$ cat src/rtl/clk_phase_gen.sv
// Phase generator for the CPU clock family with cycle-boundary gating,
// oscillator-stabilisation counting and a delayed synchronous CPU reset.
module clk_phase_gen #(
  parameter int unsigned PHASES        = 8,
  parameter int unsigned STABLE_CYCLES = 16,
  parameter int unsigned SYNC_DELAY    = 2
) (
  input  logic              clk,
  input  logic              rst,
  input  logic              osc_ena,
  input  logic              clk_ena,
  output logic [PHASES-1:0] phase,
  output logic              main_clk_p,
  output logic              main_clk_n,
  output logic              data_clk_p,
  output logic              data_clk_n,
  output logic              inc_clk_p,
  output logic              inc_clk_n,
  output logic              adr_clk_p,
  output logic              adr_clk_n,
  output logic              latch_clk,
  output logic              running,
  output logic              osc_stable,
  output logic              sync_reset,
  output logic              async_reset
);

  localparam int unsigned CW = (PHASES > 1) ? $clog2(PHASES) : 1;
  localparam int unsigned SW = $clog2(STABLE_CYCLES + 1);
  localparam int unsigned DW = $clog2(SYNC_DELAY + 1);

  logic [CW-1:0]     cnt;
  logic [CW-1:0]     cnt_nxt;
  logic [SW-1:0]     stable_cnt;
  logic [DW-1:0]     dly_cnt;
  logic              wrap;
  logic              running_nxt;
  logic [PHASES-1:0] phase_nxt;
  logic              d_main;
  logic              d_data;
  logic              d_inc;
  logic              d_adr;
  logic              d_latch;

  assign async_reset = rst;

  // Decode from the next counter value so outputs line up with the counter.
  always_comb begin
    wrap        = 1'b0;
    cnt_nxt     = cnt;
    running_nxt = running;
    if (osc_ena) begin
      wrap    = (cnt == CW'(PHASES - 1));
      cnt_nxt = wrap ? '0 : cnt + 1'b1;
      if (wrap)
        running_nxt = clk_ena & osc_stable;
    end
    phase_nxt = PHASES'(1) << cnt_nxt;
    d_main    = (cnt_nxt < CW'(PHASES / 2));
    d_data    = running_nxt & ~d_main;
    d_inc     = running_nxt & (cnt_nxt == CW'(PHASES - 1));
    d_adr     = running_nxt & (cnt_nxt != '0) & (cnt_nxt != CW'(PHASES - 1));
    d_latch   = running_nxt & (cnt_nxt == CW'(PHASES / 2 - 1));
  end

  always_ff @(posedge clk or posedge rst) begin
    if (rst) begin
      cnt        <= '0;
      phase      <= PHASES'(1);
      main_clk_p <= 1'b1;
      main_clk_n <= 1'b0;
      data_clk_p <= 1'b0;
      data_clk_n <= 1'b1;
      inc_clk_p  <= 1'b0;
      inc_clk_n  <= 1'b1;
      adr_clk_p  <= 1'b0;
      adr_clk_n  <= 1'b1;
      latch_clk  <= 1'b0;
      running    <= 1'b0;
      osc_stable <= 1'b0;
      stable_cnt <= '0;
      dly_cnt    <= '0;
      sync_reset <= 1'b1;
    end else if (!osc_ena) begin
      // Stop mode: clocks freeze, stabilisation must start over.
      stable_cnt <= '0;
      osc_stable <= 1'b0;
    end else begin
      cnt        <= cnt_nxt;
      phase      <= phase_nxt;
      main_clk_p <= d_main;
      main_clk_n <= ~d_main;
      data_clk_p <= d_data;
      data_clk_n <= ~d_data;
      inc_clk_p  <= d_inc;
      inc_clk_n  <= ~d_inc;
      adr_clk_p  <= d_adr;
      adr_clk_n  <= ~d_adr;
      latch_clk  <= d_latch;
      running    <= running_nxt;
      if (wrap && !osc_stable && (stable_cnt != SW'(STABLE_CYCLES))) begin
        stable_cnt <= stable_cnt + 1'b1;
        if (stable_cnt == SW'(STABLE_CYCLES - 1))
          osc_stable <= 1'b1;
      end
      if (wrap && osc_stable && sync_reset) begin
        dly_cnt <= dly_cnt + 1'b1;
        if (dly_cnt == DW'(SYNC_DELAY - 1))
          sync_reset <= 1'b0;
      end
    end
  end

endmodule

$ cat config.mk
export PLATFORM = sky130hd
export DESIGN_NAME = clk_phase_gen
export DESIGN_NICKNAME = d
export VERILOG_FILES = /design/src/rtl/clk_phase_gen.sv
export SDC_FILE = /design/constraint.sdc
export NUM_CORES = 1
export LEC_CHECK = 0
export BUFFER_PORTS_ARGS = -buffer_cell sky130_fd_sc_hd__buf_4
export CORE_AREA = 2 2 59 47
export CTS_CLUSTER_SIZE = 20
export DETAILED_ROUTE_END_ITERATION = 6
export DIE_AREA = 0 0 61 49
export GPL_TIMING_DRIVEN = 0
export PLACE_DENSITY = 0.89
export RECOVER_POWER = 50
export SLEW_MARGIN = 0
export SYNTH_ARGS = -nofsm -noshare
export SYNTH_HDL_FRONTEND = slang
export SYNTH_SLANG_ARGS = --single-unit
$ cat constraint.sdc
create_clock -name clk -period 4.2 [get_ports clk]
set_input_delay 0.63 -clock clk [delete_from_list [all_inputs] [get_ports clk]]
set_output_delay 0.63 -clock clk [all_outputs]
set_load 0.05 [all_outputs]
# Yosys cells after proc, flatten, opt, wreduce, memory -nomap -nowiden
# Cells that the tools add are included.
[totals]
reg_bits = 30
latch_bits = 0
ram_bits = 0
mem_bits_ro = 0
inputBits = 4
word_cells = 59
n_memories = 0
[op_classes]
add_sub_neg = 3
mul = 0
n_div = 0
order_cmp = 1
n_eq_ne = 9
shift = 1
mux = 10
bitwise = 10
n_reduce_logical = 9
[ops]
columns = ["operator", "count"]
rows = [
  ["5-bit 2-to-1 mux", 2],
  ["1-bit by 3-bit left shift with 8-bit output (first input constant)", 1],
  ["1-bit AND", 6],
  ["3-bit == test (second input constant)", 2],
  ["1-bit 2-to-1 mux", 6],
  ["3-bit 2-to-1 mux", 2],
  ["5-bit by 1-bit adder with 5-bit output (second input constant)", 1],
  ["5-bit by 4-bit == test with 1-bit output (second input constant)", 1],
  ["5-bit inequality test (second input constant)", 1],
  ["1-bit logical AND", 4],
  ["2-bit by 1-bit inequality test with 1-bit output (second input constant)", 2],
  ["1-bit inverter", 4],
  ["2-bit AND reduction", 2],
  ["3-bit by 1-bit adder with 3-bit output (second input constant)", 1],
  ["3-bit by 2-bit == test with 1-bit output (second input constant)", 1],
  ["3-bit < comparator (second input constant)", 1],
  ["3-bit inequality test (second input constant)", 1],
  ["3-bit AND reduction", 1],
  ["3-bit nonzero test", 1],
  ["2-bit by 1-bit adder with 2-bit output (second input constant)", 1],
  ["2-bit by 1-bit == test with 1-bit output (second input constant)", 1],
  ["1-bit zero test", 1],
]

# Longest topological paths before layout
# Gate-level depths: netlist of the first run.
[depth]
word_depth = 7
ltp_mapped = 5

# Worst setup path before layout of the first run
# No wires, ideal clock.
[synth_path]
path_type = "reg2reg"
start = "register, netlist name main_clk_n"
end = "register adr_clk_p"
t_arrival_ns = 1.690
required_time_ns = 4.080
setup_slack_ns = 2.389
stages_incl_launch_ff = 5
period_less_slack_ns = 1.811
cell_sequence = "dfrtp_1 ha_1 nor2b_2 or3_1 a41o_1"
[synth_lines]
columns = ["item", "line_no", "source"]
rows = [
  ["end signal: assignment", "97", "adr_clk_p <= d_adr;"],
  ["end: declaration", "19", "output logic adr_clk_p,"],
]

# Worst setup path after layout of the first run
[layout_path]
start = "register cnt[0]"
end = "register adr_clk_p"
[layout_via]
elab_chain_cells = 6
elab_cells_between_ends = 10
cone_classes = "1 x add/sub; 2 x eq/ne; 4 x mux; 2 x bitwise; 1 x reduce/logical"
[layout_rtl]
columns = ["item", "line_no", "source"]
rows = [
  ["start: declaration", "32", "logic [CW-1:0] cnt;"],
  ["start signal: assignment", "89", "cnt <= cnt_nxt;"],
  ["3-bit by 1-bit adder with 3-bit output or 3-bit == test (tied branches)", "54, 53", ""],
  ["3-bit 2-to-1 mux", "54", "cnt_nxt = wrap ? '0 : cnt + 1'b1;"],
  ["3-bit 2-to-1 mux", "52", "if (osc_ena) begin"],
  ["3-bit nonzero test", "62", "d_adr = running_nxt & (cnt_nxt != '0) & (cnt_nxt != CW'(PHASES - 1));"],
  ["1-bit AND", "62", ""],
  ["1-bit AND *", "62", ""],
]
# Mark *: on every way between the ends. The rest lies on a longest branch, timed or not.
# A chain may end at the register's enable or synchronous reset.

==> results.json, run 1 <==
{
  "status": "completed",
  "crit_top_cell": "ha_1",
  "critPathLaunch": "cnt[0]",
  "relSlewSlack_pct": 29.76,
  "layout_commonest_cell": "dfrtp_1",
  "avgRoutedWirePerCell_um": 14.52,
  "drt_first_pass_iters": 4,
  "diodes": 0,
  "fin_ws_ps": 2293,
  "setup_viol": 0,
  "num_io_pins": 25,
  "final-hold-violation-count": 0,
  "die_w_um": 61,
  "drc": 0,
  "grt_pass1_wl_um": 4436,
  "numCtsBuffers": 5,
  "r2r_cells": 5,
  "ys_seq_area_share_pct": 54.61,
  "path_cells": "ha_1, ha_1, nor2b_1, nand3_1, a41o_1",
  "cts_hold_buf": 0,
  "gp_congestion": 0.8232,
  "fin_crit_ps": 1907,
  "cts_setup_buffers": 0,
  "cts_max_level": 2,
  "cts.reportedPaths.clkPinSlew_ps": 90,
  "cts_tree": "done",
  "critPathMaxStageDelay_ps": 430,
  "yosysWarnings": 0,
  "start_kind": "register",
  "p_per_area_nw_per_um2": 587.3,
  "critPathTopFamily": "simple AND/OR/NAND/NOR gates",
  "synth_cell_types": 40,
  "start_util_pct": 54.52,
  "worst-path-stages": 5,
  "die_height_um": 49,
  "num_vias": 1009,
  "finClkSkew_ps": 11.73,
  "cp_data_required_time_ps": 4410,
  "viasPerCell": 5.396,
  "cp-end-kind": "register",
  "syn_area_um2": 1343,
  "drv_slew": 0,
  "ctsResizeCount": 0,
  "cts-root-buf": "clkbuf_4",
  "layout_common_cells": "dfrtp_1 (23), buf_4 (20), nand2_1 (13)",
  "cts_buffer_depth": 2,
  "drt-initial-drc-count": 26,
  "grt_pass1_vias": 952,
  "grt_overflow": 0,
  "io_buffers": 24,
  "place_ws_ps": 2334,
  "tns_ps": 0,
  "synth.avg_cell_area_um2": 11.28,
  "critPathSlowestCell": "dfrtp_1",
  "fin_nets": 161,
  "synth_fp_nets": 130,
  "r2r_start": "cnt[0]",
  "worstMarginPinSlew_ps": 1052,
  "finish.utilization_pct": 65.19,
  "place_hpwl_um": 1995,
  "endpoint": "adr_clk_p",
  "timing.reg2reg.setup_slack_ps": 2290,
  "min_path_type": "register to register",
  "ys_seq_elements": 29,
  "die_area_um2": 2989,
  "cts_sinks": 29,
  "clock.fmax_ghz": 0.5245,
  "layout-drive-gt1-share_pct": 27.81,
  "report.power.total_uw": 942.7,
  "drt-total-wl_um": 2716,
  "core_um2": 2462,
  "worstReg2RegEnd": "adr_clk_p",
  "max_cap_violations": 0,
  "peakVddDrop_mv": 0.3575,
  "power_leakage_uw": 0.0007556,
  "critPathKind": "register to register",
  "synth_cells": 119,
  "rsz0062_at_grt": "false",
  "num_rows": 16,
  "grt_max_degree": 30,
  "ant_nets": 0,
  "cp_max_fo": 8,
  "grtUsageTotal_pct": 20.86,
  "clkLatencyLatePin_ps": 320,
  "antenna_found_initial": 0,
  "crit_buf_inv": 0,
  "arrival_ps": 2120,
  "syn_to_final_growth_pct": 19.57,
  "timing.final.crit_share_pct": 45.40
}
## stage by stage
| step | hold slack (ps) | area, µm² | instances |
|---|---|---|---|
| 6_report | 463.2 | 1605 | 187 |
| 5_1_grt | 500.3 | 1605 | 187 |
| 3_5_place_dp | 454.0 | 1568 | 179 |
| 3_3_place_gp | 447.3 | 1568 | 179 |
| 2_1_floorplan | 449.8 | 1343 | 119 |
| 4_1_cts | 466.3 | 1627 | 187 |
## sequential cells by signal (all words and copies together) (netlist names)
register    count
adr_clk_p       1
phase           8
inc_clk_p       1
osc_stable      1
latch_clk       1
dly_cnt         2
data_clk_p      1
inc_clk_n       1
cnt             2
data_clk_n      1
stable_cnt      5
sync_reset      1
main_clk_p      1
running         1
main_clk_n      1
adr_clk_n       1
## synthesized netlist by cell type
cell	count	share of area (%)
dfrtp_1	23	43
nand2_1	13	3.6
inv_1	11	3.1
ha_1	7	6.5
dfstp_2	6	12
mux2i_1	5	3.7
nor2_1	5	1.4
o21ai_0	4	1.5
buf_2	3	1.1
nand3_1	3	1.1
a21o_1	2	1.1
a41oi_1	2	1.3
mux2_2	2	1.7
nand2b_1	2	0.93
nor2b_1	2	0.93
o21a_1	2	1.1
o21ai_1	2	0.75
o2bb2ai_1	2	1.3
o32ai_1	2	1.3
a21oi_1	1	0.37
a31o_1	1	0.65
a31oi_1	1	0.47
a32o_1	1	0.75
a41o_1	1	0.75
and3_1	1	0.47
and4_1	1	0.65
and4bb_2	1	0.93
buf_4	1	0.56
clkbuf_1	1	0.28
inv_2	1	0.28
nand4_1	1	0.47
nor2b_2	1	0.65
nor3_2	1	0.75
nor3b_1	1	0.56
nor4_1	1	0.47
nor4_2	1	0.93
nor4b_2	1	1.1
o41ai_1	1	0.65
or3_1	1	0.47
xnor2_1	1	0.65
## worst register-to-register path, stage by stage (launching register included)
cell	delay (ps)
dfrtp_1	430
ha_1	240
ha_1	270
nor2b_1	390
nand3_1	220
a41o_1	270
## final cells by class
type	count	area, µm²
flip-flops and latches	29	733.2
inverters	12	45.04
clock buffers	8	58.81
repair buffers	24	161.4
well taps	36	45.04
multi-input cells	73	535.5
plain buffers	5	26.28
fillers	202	857.1
## cell families (layout without fill, tap and decap cells)
group	count (synthesis)	in the layout	synth area share, %
AO/OA/AOI/OAI	22	22	12.02
XOR/XNOR	1	1	0.6525
adder cells (fa/ha/maj)	7	7	6.523
buffers and inverters	17	49	5.312
flip-flops	29	29	54.61
multiplexers	7	7	5.405
AND/OR/NAND/NOR	36	36	15.47
## per-layer routing
layer / wire (µm) / track usage [%] / share of wire (%)
met5: 0 / 0 / 0
met4: 56 / 10.87 / 2.1
met3: 143 / 5.040 / 5.3
met2: 1320 / 30.29 / 49
met1: 1195 / 28.72 / 44
## where the power goes
| group | leakage, µW | internal, µW | switching (µW) |
|---|---|---|---|
| sequential | 0.000375 | 337 | 34.4 |
| combinational | 0.000348 | 113 | 284 |
| clock | 0.0000326 | 82.5 | 92.4 |
## how the worst min path moves through the flow
stage / start / to / slack (ps) / depth (start not counted)
6_report: sync_reset / sync_reset / 460 / 2
5_1_grt: sync_reset / sync_reset / 500 / 2
4_1_cts: sync_reset / sync_reset / 470 / 2
3_5_place_dp: sync_reset / sync_reset / 450 / 2
3_3_place_gp: sync_reset / sync_reset / 450 / 2
2_1_floorplan: dly_cnt[1] / dly_cnt[1] / 450 / 2
Power figures use the tool's default switching activity.
==> run 2: changes to the inputs <==
--- a/config.mk
+++ b/config.mk
@@ -6,12 +6,12 @@
 export NUM_CORES = 1
 export LEC_CHECK = 0
 export BUFFER_PORTS_ARGS = -buffer_cell sky130_fd_sc_hd__buf_4
-export CORE_AREA = 2 2 59 47
+export CORE_AREA = 2 2 62 49
 export CTS_CLUSTER_SIZE = 20
 export DETAILED_ROUTE_END_ITERATION = 6
-export DIE_AREA = 0 0 61 49
+export DIE_AREA = 0 0 64 51
 export GPL_TIMING_DRIVEN = 0
-export PLACE_DENSITY = 0.89
+export PLACE_DENSITY = 0.83
 export RECOVER_POWER = 50
 export SLEW_MARGIN = 0
 export SYNTH_ARGS = -nofsm -noshare
==> constraint.sdc (replaced) <==
create_clock -name clk -period 1.9 [get_ports clk]
set_input_delay 0.285 -clock clk [delete_from_list [all_inputs] [get_ports clk]]
set_output_delay 0.285 -clock clk [all_outputs]
set_load 0.05 [all_outputs]
==> run 2 against run 1 <==
Compared with the run above:
- sequential share of layout area shrank 0.071 points
- clock power grew 100%
- power grew 120%
- flip-flop and latch count is the same
- setup slack lost 2200 ps
- largest cell class unchanged
- fmax grew 3.9%
- worst hold slack lost 230 ps
- register-to-register slack lost 2200 ps
- first-iteration DRC count shrank 58%
==> results.json, run 2 (synthesized netlist as in run 1, its figures left out) <==
{
  "status": "completed",
  "grt_overflow": 0,
  "place_hpwl_um": 2000,
  "tns_ps": 0,
  "ant_nets": 0,
  "die_height_um": 51,
  "fin_nets": 161,
  "start_kind": "register",
  "numCtsBuffers": 5,
  "largest_register_ffs": 8,
  "seqCellArea_um2": 733.2,
  "grt.met2_usage_pct": 33.85,
  "min_path_type": "primary input to asynchronous set/reset pin",
  "die_w_um": 64,
  "worstMarginPinSlew_ps": 1082,
  "report.power.total_uw": 2050,
  "die_area_um2": 3264,
  "drt_first_pass_iters": 4,
  "cts_max_level": 2,
  "max_cap_violations": 0,
  "top_usage_layer": "met2",
  "grt_max_degree": 30,
  "start_util_pct": 48.93,
  "num_io_pins": 25,
  "diodes": 0,
  "clock.fmax_ghz": 0.5448,
  "drt-total-wl_um": 2912,
  "biggestRegsByFlops": "phase (8), stable_cnt (5)",
  "final-hold-violation-count": 0,
  "syn_to_final_growth_pct": 19.76,
  "drt-initial-drc-count": 11,
  "num_rows": 17,
  "cts.reportedPaths.clkPinSlew_ps": 90,
  "finClkSkew_ps": 7.378,
  "p_per_area_nw_per_um2": 1275,
  "hold_slack_ps": 236.5,
  "cts_tree": "done",
  "antenna_found_initial": 0,
  "largest_register": "phase",
  "clkLatencyLatePin_ps": 330,
  "n_fill_cell": 222,
  "cp_max_fo": 7,
  "gp_congestion": 0.7455,
  "peakVddDrop_mv": 0.8991,
  "gr-usage-met3_pct": 6.388,
  "layout-drive-gt1-share_pct": 29.14,
  "cts_hold_buf": 0,
  "grt_pass1_vias": 1024,
  "multi_input_area_um2": 561.8,
  "fin_crit_ps": 1836,
  "core_um2": 2744,
  "arrival_ps": 2060,
  "avgRoutedWirePerCell_um": 15.41,
  "power_leakage_uw": 0.0007347,
  "grt_use_met1_pct": 23.08,
  "cp-end-kind": "register",
  "layout_common_cells": "dfrtp_1 (23), buf_4 (14), nand2_1 (12), clkbuf_1 (12), inv_1 (11)",
  "cp_data_required_time_ps": 2130,
  "cts_sinks": 29,
  "io_buffers": 24,
  "drc": 0,
  "num_vias": 1035,
  "layout_commonest_cell": "dfrtp_1",
  "drv_slew": 0,
  "timing.final.crit_share_pct": 96.61,
  "critPathKind": "register to register",
  "viasPerCell": 5.476,
  "grtUsageTotal_pct": 19.84,
  "setup_viol": 0,
  "relSlewSlack_pct": 27.77,
  "place_ws_ps": 41.62,
  "grt_pass1_wl_um": 4767,
  "cts-root-buf": "clkbuf_4",
  "cts_buffer_depth": 2,
  "rsz0062_at_grt": "false",
  "fin_ws_ps": 64.38
}
-- run 2: cell types whose count changed in the layout (fill, tap and decap cells not counted), sizes merged --
cell,before,now
buf,23,17
clkbuf,14,18
clkinv,0,2
-- run 2: path summary, 6_finish.rpt --
kind,start,to,slack (ps),cells after the start
min in group clk,osc_ena,running,410,3
setup / recovery,cnt[0],adr_clk_p,60,4
hold / removal,rst,osc_stable,240,2
max in group asynchronous,rst,phase[2],1010,2
hold reg to reg,sync_reset,sync_reset,470,2
setup reg to reg,cnt[0],adr_clk_p,60,4
-- run 2: timing repair --
action	CTS	global route
gates resized for setup	0	6
setup buffers	0	0
setup endpoints to repair	0	7
-- run 2: metrics by stage --
step | util (%) | std cells | cell area, µm²
after floorplan | - | 119 | 1343
after global placement | 57.23 | 181 | 1570
after detailed placement | 57.23 | 181 | 1570
after CTS | 59.10 | 189 | 1622
after global routing | 58.60 | 189 | 1608
final | 58.60 | 189 | 1608
-- run 2: final cells by class --
class                           instances  area share (%)
Sequential cell                        29           45.60
Multi-Input combinational cell         73           34.94
Timing Repair Buffer                   24           8.872
Tap cell                               38           2.957
Inverter                               12           2.802
Clock buffer                            6           2.568
Buffer                                  5           1.634
Clock inverter                          2          0.6226
-- run 2: per-layer routing --
| layer | routed length, µm | vias up |
|---|---|---|
| met3 | 144 | 7 |
| met4 | 51 | 0 |
| met1 | 1233 | 526 |
| li1 | - | 481 |
| met5 | 0 | - |
| met2 | 1482 | 21 |
-- run 2: worst max-delay path, stage by stage (launching register included) --
cell	delay [ps]
dfrtp_1	450
ha_1	250
ha_2	320
or3_1	440
a41o_1	270
-- run 2: power breakdown --
group	leakage, µW	switching, µW	total [µW]	internal [µW]
Clock	0.0000320	214	355	141
Combinational	0.000327	632	866	234
Sequential	0.000375	84.5	829	745
==> run 3: changes to the inputs <==
--- a/config.mk
+++ b/config.mk
@@ -6,12 +6,12 @@
 export NUM_CORES = 1
 export LEC_CHECK = 0
 export BUFFER_PORTS_ARGS = -buffer_cell sky130_fd_sc_hd__buf_4
-export CORE_AREA = 2 2 62 49
+export CORE_AREA = 2 2 59 47
 export CTS_CLUSTER_SIZE = 20
 export DETAILED_ROUTE_END_ITERATION = 6
-export DIE_AREA = 0 0 64 51
+export DIE_AREA = 0 0 61 49
 export GPL_TIMING_DRIVEN = 0
-export PLACE_DENSITY = 0.83
+export PLACE_DENSITY = 0.89
 export RECOVER_POWER = 50
 export SLEW_MARGIN = 0
 export SYNTH_ARGS = -nofsm -noshare
==> constraint.sdc (replaced) <==
create_clock -name clk -period 2.3 [get_ports clk]
set_input_delay 0.345 -clock clk [delete_from_list [all_inputs] [get_ports clk]]
set_output_delay 0.345 -clock clk [all_outputs]
set_load 0.05 [all_outputs]
==> run 3 against run 2 <==
Compared with the run above:
- register-to-register slack better by 370 ps
- combinational power decreased by 18%
- worst hold slack improved by 24 ps
- first-iteration DRC count increased by 120%
- cell count down 1.1%
- sequential power shrank 18%
- global-route usage up 1.0 points
- clock power decreased by 9.9%
- largest power group unchanged
- highest routed layer unchanged
==> results.json, run 3 (synthesized netlist as in run 1, its figures left out) <==
{
  "status": "completed",
  "drt-total-wl_um": 2728,
  "antenna_found_initial": 0,
  "combPwrFrac_pct": 41.5,
  "r2r_start": "cnt[0]",
  "grt_pass1_wl_um": 4436,
  "start_util_pct": 54.52,
  "place_hpwl_um": 1995,
  "largest_register_ffs": 8,
  "layout_commonest_cell": "dfrtp_1",
  "ctsResizeCount": 0,
  "power.net_switching_uw": 751.3,
  "timing.reg2reg.setup_slack_ps": 440,
  "peakVddDrop_mv": 0.6385,
  "diodes": 0,
  "core_um2": 2462,
  "rsz0062_at_grt": "false",
  "fin_crit_ps": 1864,
  "grt_overflow": 0,
  "n_fill_cell": 207,
  "cp-end-kind": "register",
  "largest_register": "phase",
  "biggestRegsByFlops": "phase (8), stable_cnt (5)",
  "worstMarginPinSlew_ps": 1051,
  "cts_setup_buffers": 0,
  "p_int_uw": 954.7,
  "clock.fmax_ghz": 0.5364,
  "die_w_um": 61,
  "multi_input_area_um2": 538.0,
  "drc": 0,
  "tns_ps": 0,
  "layout_common_cells": "dfrtp_1 (23), clkbuf_1 (14), buf_4 (14)",
  "io_buffers": 24,
  "die_area_um2": 2989,
  "report.power.total_uw": 1706,
  "fin_nets": 161,
  "relSlewSlack_pct": 29.84,
  "cts-root-buf": "clkbuf_4",
  "finClkSkew_ps": 11.74,
  "drt-initial-drc-count": 24,
  "power_leakage_uw": 0.0007322,
  "place_ws_ps": 484.8,
  "cts_sinks": 29,
  "cts.reportedPaths.clkPinSlew_ps": 100,
  "seqPwrFrac_pct": 39.8,
  "start_kind": "register",
  "min_path_type": "primary input to asynchronous set/reset pin",
  "cts_hold_buf": 0,
  "swShare_pct": 44.04,
  "r2r_cells": 5,
  "fin_ws_ps": 435.6,
  "p_per_area_nw_per_um2": 1076,
  "viasPerCell": 5.321,
  "place_area_um2": 1568,
  "numCtsBuffers": 5,
  "dp_cells": 179,
  "cp_max_fo": 8,
  "grtUsageTotal_pct": 20.86,
  "critPathKind": "register to register",
  "grt_max_degree": 30,
  "timing.final.crit_share_pct": 81.06,
  "drt_first_pass_iters": 4,
  "grt_pass1_vias": 952,
  "layout-drive-gt1-share_pct": 24.50,
  "syn_to_final_growth_pct": 18.08,
  "worstReg2RegEnd": "phase[3]",
  "cts_max_level": 2,
  "clkLatencyLatePin_ps": 320,
  "seqCellArea_um2": 733.2,
  "max_cap_violations": 0,
  "drv_slew": 0,
  "power_frac_clock_pct": 18.7,
  "ant_nets": 0,
  "setup_viol": 0,
  "die_height_um": 49,
  "avgRoutedWirePerCell_um": 14.59,
  "num_vias": 995,
  "cts_tree": "done",
  "num_io_pins": 25,
  "final-hold-violation-count": 0,
  "cp_data_required_time_ps": 2570,
  "gp_congestion": 0.8232,
  "cts_buffer_depth": 2,
  "final_cells": 187,
  "arrival_ps": 2130,
  "finalInstanceArea_um2": 1585,
  "num_rows": 16
}
[run 3: cell types whose count changed in the layout (fill, tap and decap cells not counted), sizes merged]
cell	before	now
clkbuf	18	20
clkinv	2	0
[run 3: how the worst max path moves through the flow]
stage	startpoint	endpoint	cells after the start
6_report	cnt[0]	phase[3]	5
5_1_grt	cnt[0]	phase[3]	5
4_1_cts	cnt[0]	stable_cnt[0]	5
3_5_place_dp	cnt[0]	adr_clk_p	5
3_3_place_gp	cnt[0]	adr_clk_p	4
2_1_floorplan	main_clk_n	adr_clk_p	4
[run 3: layer usage]
layer | GRT usage (%) | routed length (µm) | up-vias
met5 | 0 | 0 | -
met4 | 10.87 | 56 | 0
met3 | 5.040 | 129 | 7
met2 | 30.29 | 1316 | 32
met1 | 28.72 | 1225 | 469
li1 | - | - | 487
[run 3: area by class of cell]
type                            instances  share of cell area (%)
Buffer                                  5                   1.657
Clock buffer                            8                   3.710
Inverter                               12                   2.841
Multi-Input combinational cell         73                   33.94
Sequential cell                        29                   46.25
Tap cell                               36                   2.841
Timing Repair Buffer                   24                   8.761
[run 3: critical path: stages, from the launching register on]
cell and delay, ps:
dfrtp_1 430, ha_1 230, ha_1 270, nand2b_1 250, nor4_1 390, mux2_2 240
[run 3: metrics by stage]
stage	hold WS [ps]	utilization, %
finish	260.4	64.38
floorplan	418.7	-
global route	379.0	64.38
detailed placement	454.0	63.67
global placement	447.3	63.67
CTS	316.7	66.06
[run 3: power groups by stage]
| stage | clock, µW | sequential, µW | combinational [µW] |
|---|---|---|---|
| after floorplan | 0 | 945 | 262 |
| after global placement | 0 | 682 | 712 |
| after detailed placement | 0 | 688 | 739 |
| after CTS | 326 | 679 | 742 |
| after global routing | 346 | 691 | 767 |
| final | 320 | 679 | 707 |
